$ cat src/rtl/seq_pattern_tx_if.sv
// Command/stream bundle for the serial pattern transmitter.
// master = controller issuing commands, slave = seq_pattern_tx itself.
interface seq_pattern_tx_if #(
    parameter int PAT_W = 8,
    parameter int LEN_W = 3,
    parameter int REP_W = 4,
    parameter int GAP_W = 4
);
    logic             ena;
    logic             start;
    logic             stop;
    logic [PAT_W-1:0] pattern;
    logic [LEN_W-1:0] len_m1;
    logic [REP_W-1:0] reps;
    logic [GAP_W-1:0] gap;
    logic             ser_out;
    logic             ser_valid;
    logic             busy;
    logic             done;
    logic [REP_W-1:0] rep_cnt;

    modport master (
        output ena, start, stop, pattern, len_m1, reps, gap,
        input  ser_out, ser_valid, busy, done, rep_cnt
    );

    modport slave (
        input  ena, start, stop, pattern, len_m1, reps, gap,
        output ser_out, ser_valid, busy, done, rep_cnt
    );
endinterface

$ cat src/rtl/seq_pattern_tx.sv
// Serial bit-pattern transmitter: latches a pattern and shifts it MSB-first with repeats and gaps.
// Optional trailing even-parity bit per repetition when SEQ_PATTERN_TX_PARITY_EN is defined.
module seq_pattern_tx #(
    parameter int   PAT_W      = 8,
    parameter int   LEN_W      = 3,
    parameter int   REP_W      = 4,
    parameter int   GAP_W      = 4,
    parameter logic IDLE_LEVEL = 1'b0
) (
    input  logic             clk,
    input  logic             rst_n,
    seq_pattern_tx_if.slave  bus
);

`ifdef SEQ_PATTERN_TX_PARITY_EN
    typedef enum logic [1:0] {S_IDLE, S_SHIFT, S_GAP, S_PARITY} state_t;
`else
    typedef enum logic [1:0] {S_IDLE, S_SHIFT, S_GAP} state_t;
`endif

    state_t           r_state, w_state_next;
    logic [PAT_W-1:0] r_pat, w_pat_next;
    logic [LEN_W-1:0] r_len, w_len_next;
    logic [REP_W-1:0] r_reps, w_reps_next;
    logic [GAP_W-1:0] r_gap, w_gap_next;
    logic [LEN_W-1:0] r_idx, w_idx_next;
    logic [GAP_W-1:0] r_gap_cnt, w_gap_cnt_next;
    logic [REP_W-1:0] r_rep_cnt, w_rep_cnt_next;
    logic             r_ser_out, w_ser_out_next;
    logic             r_ser_valid, w_ser_valid_next;
    logic             r_busy, w_busy_next;
    logic             r_done, w_done_next;

    logic [LEN_W-1:0] w_len_clamp;
    logic [REP_W-1:0] w_rep_inc;
    logic             w_last_rep;
    logic             w_rep_end;

    // Bit select through a loop so any LEN_W/PAT_W pairing indexes safely.
    function automatic logic pick_bit(input logic [PAT_W-1:0] p, input logic [LEN_W-1:0] idx);
        logic b;
        b = 1'b0;
        for (int i = 0; i < PAT_W; i++) begin
            if (LEN_W'(i) == idx) b = p[i];
        end
        return b;
    endfunction

    assign w_len_clamp = (int'(bus.len_m1) >= PAT_W) ? LEN_W'(PAT_W - 1) : bus.len_m1;
    assign w_rep_inc   = r_rep_cnt + REP_W'(1);
    assign w_last_rep  = (r_reps != '0) && (w_rep_inc == r_reps);

`ifdef SEQ_PATTERN_TX_PARITY_EN
    logic [PAT_W-1:0] w_mask;
    logic             w_parity;

    generate
        for (genvar gi = 0; gi < PAT_W; gi++) begin : g_mask
            assign w_mask[gi] = (LEN_W'(gi) <= r_len);
        end
    endgenerate

    assign w_parity = ^(r_pat & w_mask);
`endif

    always_comb begin
        w_state_next     = r_state;
        w_pat_next       = r_pat;
        w_len_next       = r_len;
        w_reps_next      = r_reps;
        w_gap_next       = r_gap;
        w_idx_next       = r_idx;
        w_gap_cnt_next   = r_gap_cnt;
        w_rep_cnt_next   = r_rep_cnt;
        w_ser_out_next   = r_ser_out;
        w_ser_valid_next = r_ser_valid;
        w_busy_next      = r_busy;
        w_done_next      = 1'b0;
        w_rep_end        = 1'b0;

        if (bus.ena) begin
            if (bus.stop) begin
                // Abort wins everywhere, including over a simultaneous start.
                w_state_next     = S_IDLE;
                w_ser_out_next   = IDLE_LEVEL;
                w_ser_valid_next = 1'b0;
                w_busy_next      = 1'b0;
            end else begin
                case (r_state)
                    S_IDLE: begin
                        if (bus.start) begin
                            w_pat_next       = bus.pattern;
                            w_len_next       = w_len_clamp;
                            w_reps_next      = bus.reps;
                            w_gap_next       = bus.gap;
                            w_idx_next       = w_len_clamp;
                            w_rep_cnt_next   = '0;
                            w_state_next     = S_SHIFT;
                            w_ser_out_next   = pick_bit(bus.pattern, w_len_clamp);
                            w_ser_valid_next = 1'b1;
                            w_busy_next      = 1'b1;
                        end
                    end
                    S_SHIFT: begin
                        if (r_idx != '0) begin
                            w_idx_next     = r_idx - LEN_W'(1);
                            w_ser_out_next = pick_bit(r_pat, r_idx - LEN_W'(1));
                        end else begin
`ifdef SEQ_PATTERN_TX_PARITY_EN
                            w_state_next     = S_PARITY;
                            w_ser_out_next   = w_parity;
                            w_ser_valid_next = 1'b1;
`else
                            w_rep_end = 1'b1;
`endif
                        end
                    end
                    S_GAP: begin
                        if (r_gap_cnt <= GAP_W'(1)) begin
                            w_state_next     = S_SHIFT;
                            w_idx_next       = r_len;
                            w_ser_out_next   = pick_bit(r_pat, r_len);
                            w_ser_valid_next = 1'b1;
                        end else begin
                            w_gap_cnt_next = r_gap_cnt - GAP_W'(1);
                        end
                    end
`ifdef SEQ_PATTERN_TX_PARITY_EN
                    S_PARITY: begin
                        w_rep_end = 1'b1;
                    end
`endif
                    default: begin
                        w_state_next     = S_IDLE;
                        w_ser_out_next   = IDLE_LEVEL;
                        w_ser_valid_next = 1'b0;
                        w_busy_next      = 1'b0;
                    end
                endcase

                // End of a repetition: finish, insert a gap, or restart with no bubble.
                if (w_rep_end) begin
                    w_rep_cnt_next = w_rep_inc;
                    if (w_last_rep) begin
                        w_state_next     = S_IDLE;
                        w_ser_out_next   = IDLE_LEVEL;
                        w_ser_valid_next = 1'b0;
                        w_busy_next      = 1'b0;
                        w_done_next      = 1'b1;
                    end else if (r_gap != '0) begin
                        w_state_next     = S_GAP;
                        w_gap_cnt_next   = r_gap;
                        w_ser_out_next   = IDLE_LEVEL;
                        w_ser_valid_next = 1'b0;
                    end else begin
                        w_state_next     = S_SHIFT;
                        w_idx_next       = r_len;
                        w_ser_out_next   = pick_bit(r_pat, r_len);
                        w_ser_valid_next = 1'b1;
                    end
                end
            end
        end
    end

    always_ff @(posedge clk or negedge rst_n) begin
        if (!rst_n) begin
            r_state     <= S_IDLE;
            r_pat       <= '0;
            r_len       <= '0;
            r_reps      <= '0;
            r_gap       <= '0;
            r_idx       <= '0;
            r_gap_cnt   <= '0;
            r_rep_cnt   <= '0;
            r_ser_out   <= IDLE_LEVEL;
            r_ser_valid <= 1'b0;
            r_busy      <= 1'b0;
            r_done      <= 1'b0;
        end else begin
            r_state     <= w_state_next;
            r_pat       <= w_pat_next;
            r_len       <= w_len_next;
            r_reps      <= w_reps_next;
            r_gap       <= w_gap_next;
            r_idx       <= w_idx_next;
            r_gap_cnt   <= w_gap_cnt_next;
            r_rep_cnt   <= w_rep_cnt_next;
            r_ser_out   <= w_ser_out_next;
            r_ser_valid <= w_ser_valid_next;
            r_busy      <= w_busy_next;
            r_done      <= w_done_next;
        end
    end

    assign bus.ser_out   = r_ser_out;
    assign bus.ser_valid = r_ser_valid;
    assign bus.busy      = r_busy;
    assign bus.done      = r_done;
    assign bus.rep_cnt   = r_rep_cnt;

endmodule
$ cat src/flat_wrapper.sv
// flat-port wrapper written by rule: the top's interface ports become plain ports
module seq_pattern_tx_flat 
#(
    parameter int   PAT_W      = 8,
    parameter int   LEN_W      = 3,
    parameter int   REP_W      = 4,
    parameter int   GAP_W      = 4,
    parameter logic IDLE_LEVEL = 1'b0
)
  (clk, rst_n, bus_ena, bus_start, bus_stop, bus_pattern, bus_len_m1, bus_reps, bus_gap, bus_ser_out, bus_ser_valid, bus_busy, bus_done, bus_rep_cnt);
  seq_pattern_tx_if #(.PAT_W(PAT_W), .LEN_W(LEN_W), .REP_W(REP_W), .GAP_W(GAP_W)) bus_i ();
  input  logic clk;
  input  logic rst_n;
  input wire logic [$bits(bus_i.ena)-1:0] bus_ena;
  input wire logic [$bits(bus_i.start)-1:0] bus_start;
  input wire logic [$bits(bus_i.stop)-1:0] bus_stop;
  input wire logic [$bits(bus_i.pattern)-1:0] bus_pattern;
  input wire logic [$bits(bus_i.len_m1)-1:0] bus_len_m1;
  input wire logic [$bits(bus_i.reps)-1:0] bus_reps;
  input wire logic [$bits(bus_i.gap)-1:0] bus_gap;
  output wire logic [$bits(bus_i.ser_out)-1:0] bus_ser_out;
  output wire logic [$bits(bus_i.ser_valid)-1:0] bus_ser_valid;
  output wire logic [$bits(bus_i.busy)-1:0] bus_busy;
  output wire logic [$bits(bus_i.done)-1:0] bus_done;
  output wire logic [$bits(bus_i.rep_cnt)-1:0] bus_rep_cnt;
  assign bus_i.ena = bus_ena;
  assign bus_i.start = bus_start;
  assign bus_i.stop = bus_stop;
  assign bus_i.pattern = bus_pattern;
  assign bus_i.len_m1 = bus_len_m1;
  assign bus_i.reps = bus_reps;
  assign bus_i.gap = bus_gap;
  assign bus_ser_out = bus_i.ser_out;
  assign bus_ser_valid = bus_i.ser_valid;
  assign bus_busy = bus_i.busy;
  assign bus_done = bus_i.done;
  assign bus_rep_cnt = bus_i.rep_cnt;
  seq_pattern_tx #(.PAT_W(PAT_W), .LEN_W(LEN_W), .REP_W(REP_W), .GAP_W(GAP_W), .IDLE_LEVEL(IDLE_LEVEL)) u_core (.clk(clk), .rst_n(rst_n), .bus(bus_i));
endmodule
$ cat config.mk
export PLATFORM = sky130hd
export DESIGN_NAME = seq_pattern_tx_flat
export DESIGN_NICKNAME = d
export VERILOG_FILES = /design/src/rtl/seq_pattern_tx_if.sv /design/src/rtl/seq_pattern_tx.sv /design/src/flat_wrapper.sv
export SDC_FILE = /design/constraint.sdc
export NUM_CORES = 1
export LEC_CHECK = 0
export CORE_ASPECT_RATIO = 0.6
export CORE_UTILIZATION = 35
export CTS_CLUSTER_DIAMETER = 200
export CTS_CLUSTER_SIZE = 12
export DETAILED_ROUTE_END_ITERATION = 7
export PLACE_DENSITY = 0.62
export SLEW_MARGIN = 5
export SYNTH_ARGS = -nofsm -noshare
export SYNTH_HDL_FRONTEND = slang
export SYNTH_SLANG_ARGS = --single-unit
$ cat constraint.sdc
create_clock -name clk -period 4.4 [get_ports clk]
set_input_delay 0.66 -clock clk [delete_from_list [all_inputs] [get_ports clk]]
set_output_delay 0.66 -clock clk [all_outputs]
set_load 0.02 [all_outputs]
Yosys cells after proc, flatten, opt, wreduce, memory -nomap -nowiden
Cells that the tools add are included.

Add/subtract/negate cells: 3. Magnitude comparators: 1. Eq/ne operators: 28. Muxes and demuxes: 74. Bitwise gates (word level): 1. Reductions and logical operators: 16.

Operators with widths (count): two-way mux 1 bit (49); == test 3 bit (first input constant) (12); two-way mux 4 bit (8); == test 2 x 3 -> 1 bit (first input constant) (6); two-way mux 3 bit (6); AND reduction 4 bit (4); two-way mux 2 bit (6); == test 1 x 3 -> 1 bit (first input constant) (3); logical NOT 3 bit (3); case mux 3 bit (3 select lines) (1); inequality test 4 x 2 -> 1 bit (second input constant) (2); nonzero test 4 bit (2); case mux 1 bit (3 select lines) (2); case mux 2 bit (3 select lines) (1); adder 4 x 1 -> 4 bit (second input constant) (1); == test 4 bit (1); <= comparator 4 x 1 -> 1 bit (second input constant) (1); inequality test 4 x 3 -> 1 bit (second input constant) (1); nonzero test 2 bit (2); subtractor 4 x 1 -> 4 bit (second input constant) (1); inequality test 3 x 2 -> 1 bit (second input constant) (1); nonzero test 3 bit (1); subtractor 3 x 1 -> 3 bit (second input constant) (1); == test 2 x 1 -> 1 bit (second input constant) (1); other kinds (7) (7).

Flip-flop bits (word level): 36. Logic and storage cells: 135.

Logic depth before layout (Yosys ltp)
Depth in word-level cells: 14. Depth in mapped cells: 10. Mapped depth without buffers: 8.

Least setup slack after synthesis
Ideal clock, no wire load.

Path kind: flip-flop to flip-flop. Start: register u_core.r_rep_cnt[0] (netlist: u_core.bus.rep_cnt[0]). End: register u_core.r_idx[0]. Setup time: 124 ps. Data arrival time: 2220 ps. Required time: 4276 ps. Slack: 2056 ps. Cell stages (with the launch flop): 8. Path buffers: 0. Clock period less this slack: 2344 ps. Path through: dfrtp_1 -> ha_1 -> xor2_1 -> or3_4 -> a2111oi_4 -> nor3_2 -> and3_4 -> a211o_1.

Cells in the longest elaborated chain, start to end: 5.

RTL lines: start: declaration (line seq_pattern_tx.sv:28) `logic [REP_W-1:0] r_rep_cnt, w_rep_cnt_next;`; start signal: assignment (line seq_pattern_tx.sv:188) `r_rep_cnt <= w_rep_cnt_next;`; adder 4 x 1 -> 4 bit (line seq_pattern_tx.sv:50) `assign w_rep_inc = r_rep_cnt + REP_W'(1);`; == test 4 bit (line seq_pattern_tx.sv:51) `assign w_last_rep = (r_reps != '0) && (w_rep_inc == r_reps);`; logical AND 1 bit (line seq_pattern_tx.sv:51); two-way mux 3 bit (line seq_pattern_tx.sv:144) `if (w_last_rep) begin`; two-way mux 3 bit (line seq_pattern_tx.sv:142) `if (w_rep_end) begin`; end signal: assignment (line seq_pattern_tx.sv:186) `r_idx <= w_idx_next;`; end: declaration (line seq_pattern_tx.sv:26) `logic [LEN_W-1:0] r_idx, w_idx_next;`.

No other way between the ends. A chain may end at the register's enable or synchronous reset.

Final worst setup path
Start: input bus_ena. End: register u_core.r_gap[2].

Cells in the longest elaborated chain, start to end: 1.

RTL lines: start: declaration (line flat_wrapper.sv:14) `input wire logic [$bits(bus_i.ena)-1:0] bus_ena;`; AND reduction 4 bit (no source line); end signal: assignment (line seq_pattern_tx.sv:185) `r_gap <= w_gap_next;`; end: declaration (line seq_pattern_tx.sv:25) `logic [GAP_W-1:0] r_gap, w_gap_next;`.

No other way between the ends.

==> flow_summary.toml <==
[run_status]
status = "finished clean"

[floorplanning]
fp.dieH_um = 62.85
initial_core_util = 0.3753
die_w_um = 103.4
die_area_sq_mm = 0.006499
num_rows = 21
core_region_area_sq_mm = 0.005754
io_pins = 32

[sta]
setup_viol = 0
fin_crit_sh = 0.6277
tightest_slew_ns = 0.9370
min_period_ns = 2.762
finalSetupTns_ns = 0
timing.final.max_slew_violations = 0
maxClockFrequency_mhz = 362.1
skew_ns = 0.009370
relSlewSlack = 0.3738
hold_viol = 0
rsz0062_at_grt = "false"
timing.hold.ws_ns = 0.5071

[drt]
avgRoutedWirePerCell_um = 15.30
viasPerCell = 5.336
vias = 1713
drt_iter0_markers = 93
drt-pass1-iter-count = 4
drt_drc_violations_left = 0
drtAntennaViolNets = 0
wl_um = 4912

[worst_setup_path]
r2r_cells = 7
slowest_stage = "nand2_1"
max_stage_delay_ns = 0.71
worstSetupPathDepth = 4
rr_endpoint = "u_core.r_idx[0]"
crit_family = "simple AND/OR/NAND/NOR gates"
startpoint = "bus_ena"
crit_buf_inv = 1
cp_max_fo = 24
crit_type = "input pin to register"
rr_startpoint = "u_core.bus.rep_cnt[0]"
rrSetupSlack_ns = 1.88
crit_path_end_kind = "register"
cp-endpoint = "u_core.r_gap[2]"
worstSetupStartpointType = "input pin"
crit_arrival_ns = 2.93
crit_chain = "clkdlybuf4s50_1, nor2b_1, nand2_1, mux2_2"
worst_ep_required_time_ns = 4.57

[cts]
post-cts-setup-buffers = 0
cts-root-buf = "clkbuf_8"
cts_made_buffers = 5
cts_tree = "yes"
hold_buffers = 0
clkSinkCount = 35
cts_resized = 0
cts_buffer_depth = 2
clkTransAtPathRegs_ns = 0.07
insertion_delay_ns = 0.29
htree_num_levels = 2

[finish]
drive_above_1_share = 0.1618
antennaDiodeCount = 0
nNetsFinal = 277
syn_to_final_growth_pct = 23.75

[power_and_ir_drop]
total_leakage_power_uw = 0.001111
peakVddDrop_v = 0.0001974
power_switching_uw = 573.0
clockPowerShare = 0.199
pwr-share-seq = 0.386
combPwrFrac = 0.415
powerDensity_mw_per_mm2 = 572.7
swShare = 0.3744
total_power_uw = 1531
power.internal_uw = 957.6

[yosys]
avgSynthCellArea_sq_um = 10.43
yosys.area_share.adder = 0.07532
synth_area_leaders = "dfrtp_1 41%, mux2_2 10%, ha_1 7.5%"
synth_top_family_by_area = "compound AO/OA/AOI/OAI gates"
synth_compound_area_frac = 0.1570
synth_area_sq_mm = 0.002160
synth_top_area_cell = "dfrtp_1"
syn_inst = 207
ys_seq_area_frac = 0.4056
syn_nets = 244
synth_top_cell_area_share = 0.4056
yosys.area_share.xor_xnor = 0.02839
ys_ff_latch = 35
yosys-top-cells-count = "35 x dfrtp_1, 20 x mux2_2, 17 x nand2_1, 14 x o21ai_0, 13 x ha_1"
async_reset_ff_frac = 1.000
ys.warnings.count = 0
synth.mux.area_fraction = 0.1495
synth_ff_type = "dfrtp_1"
synth-simple-area-share = 0.1547
yosysMostFrequentCell = "dfrtp_1"
synth_edf_count = 0
ys_types = 47

[global_route]
grt_pass1_wl_um = 8114
grt_usage = 0.1629
grt-ovfl-total = 0
antenna_found_initial = 0
grt_pass1_vias = 1603
grt_start_max_net_pins = 36

[place]
place_congestion = 0.8474
io_buffer_count = 31
dp_hpwl_um = 3700

[flow_run]
cap_violations = 0

[min_path]
hold_path.class = "register to register"
## power groups by stage
stage	Clock, uW	Combinational, uW	Sequential [uW]
2_1_floorplan	0	463	569
3_5_place_dp	0	627	594
3_3_place_gp	0	622	593
6_report	305	635	590
5_1_grt	330	697	610
4_1_cts	313	630	588
## layout make-up
| cell class | instances | area, sq um |
|---|---|---|
| fill | 524 | 3082 |
| multi-input combinational | 155 | 1220 |
| sequential | 35 | 875.8 |
| timing repair buffer | 32 | 317.8 |
| tap | 80 | 100.1 |
| clock buffer | 6 | 82.58 |
| inverter | 11 | 41.29 |
| clock inverter | 2 | 35.03 |
## routing by layer
metal / wire length, um / up-vias / global-route usage / share of wire
li1: - / 835 / - / -
met1: 2594 / 819 / 0.2611 / 0.53
met2: 1958 / 54 / 0.2094 / 0.40
met3: 326 / 5 / 0.04474 / 0.066
met4: 33 / 0 / 0.03697 / 0.0067
met5: 0 / - / 0 / 0
## worst min-delay path by stage
stage | startpoint | slack [ns] | depth (start not counted) | endpoint
2_1_floorplan | rst_n | 0.36 | 0 | u_core.bus.busy
3_5_place_dp | u_core.r_gap[3] | 0.50 | 2 | u_core.r_gap_cnt[3]
5_1_grt | u_core.r_gap[3] | 0.54 | 2 | u_core.r_gap_cnt[3]
4_1_cts | u_core.r_gap[3] | 0.51 | 2 | u_core.r_gap_cnt[3]
6_report | u_core.r_gap[3] | 0.51 | 2 | u_core.r_gap_cnt[3]
3_3_place_gp | u_core.r_gap[3] | 0.50 | 2 | u_core.r_gap_cnt[3]
## flip-flops by register name, indices dropped and copies added, names as in the netlist, 2 cells and up
register	count
u_core.r_len	3
u_core.bus.rep_cnt	4
u_core.r_idx	3
u_core.r_reps	4
u_core.r_state	2
u_core.r_gap_cnt	4
u_core.r_gap	4
u_core.r_pat	8
## cells in the final DEF, fill, tap and decap left out, types with 2 or more instances in the layout
| cell | netlist | final |
|---|---|---|
| mux2i_1 | 3 | 3 |
| a31oi_1 | 2 | 2 |
| inv_1 | 11 | 11 |
| a211o_1 | 2 | 2 |
| o211ai_1 | 2 | 2 |
| clkdlybuf4s50_1 | 0 | 31 |
| or4_1 | 2 | 2 |
| nand3_1 | 6 | 6 |
| nor2_1 | 7 | 7 |
| a32o_1 | 2 | 2 |
| o221ai_1 | 2 | 2 |
| nand4_1 | 2 | 2 |
| nor2b_1 | 2 | 2 |
| mux4_2 | 3 | 3 |
| nand3b_1 | 3 | 3 |
| nor3_1 | 7 | 7 |
| clkbuf_8 | 0 | 6 |
| a22oi_1 | 4 | 4 |
| xnor2_1 | 2 | 2 |
| a222oi_1 | 2 | 2 |
| a21oi_1 | 9 | 9 |
| nand2_1 | 17 | 17 |
| o21ai_0 | 14 | 14 |
| dfrtp_1 | 35 | 35 |
| o311ai_0 | 2 | 2 |
| ha_1 | 13 | 13 |
| nand2b_1 | 4 | 4 |
| mux2_2 | 20 | 20 |
| xor2_1 | 5 | 5 |
## cells by family after synthesis
family / Yosys count
AOI/OAI and AO/OA: 48
xor gates and xnor gates: 7
adders and majority gates: 13
buffers and inverters: 17
DFF: 35
muxes: 26
and+or+nand+nor: 61
## worst reg2reg max path, cell delays in order (launching register included)
cell and delay, ns:
dfrtp_1 0.46, ha_1 0.27, xor2_1 0.16, or3_4 0.35
a2111oi_4 0.49, nor3_2 0.19, and3_4 0.22, a211o_1 0.26
## per-stage QoR
stage | cells | setup WS [ns] | area [sq um] | utilization
CTS | 321 | 1.683 | 2673 | 0.4644
global route | 321 | 1.452 | 2673 | 0.4644
global placement | 313 | 1.454 | 2555 | 0.4440
finish | 321 | 1.638 | 2673 | 0.4644
detailed placement | 313 | 1.369 | 2555 | 0.4440
floorplan | 207 | 2.056 | 2160 | -
Power figures use the tool's default switching activity.
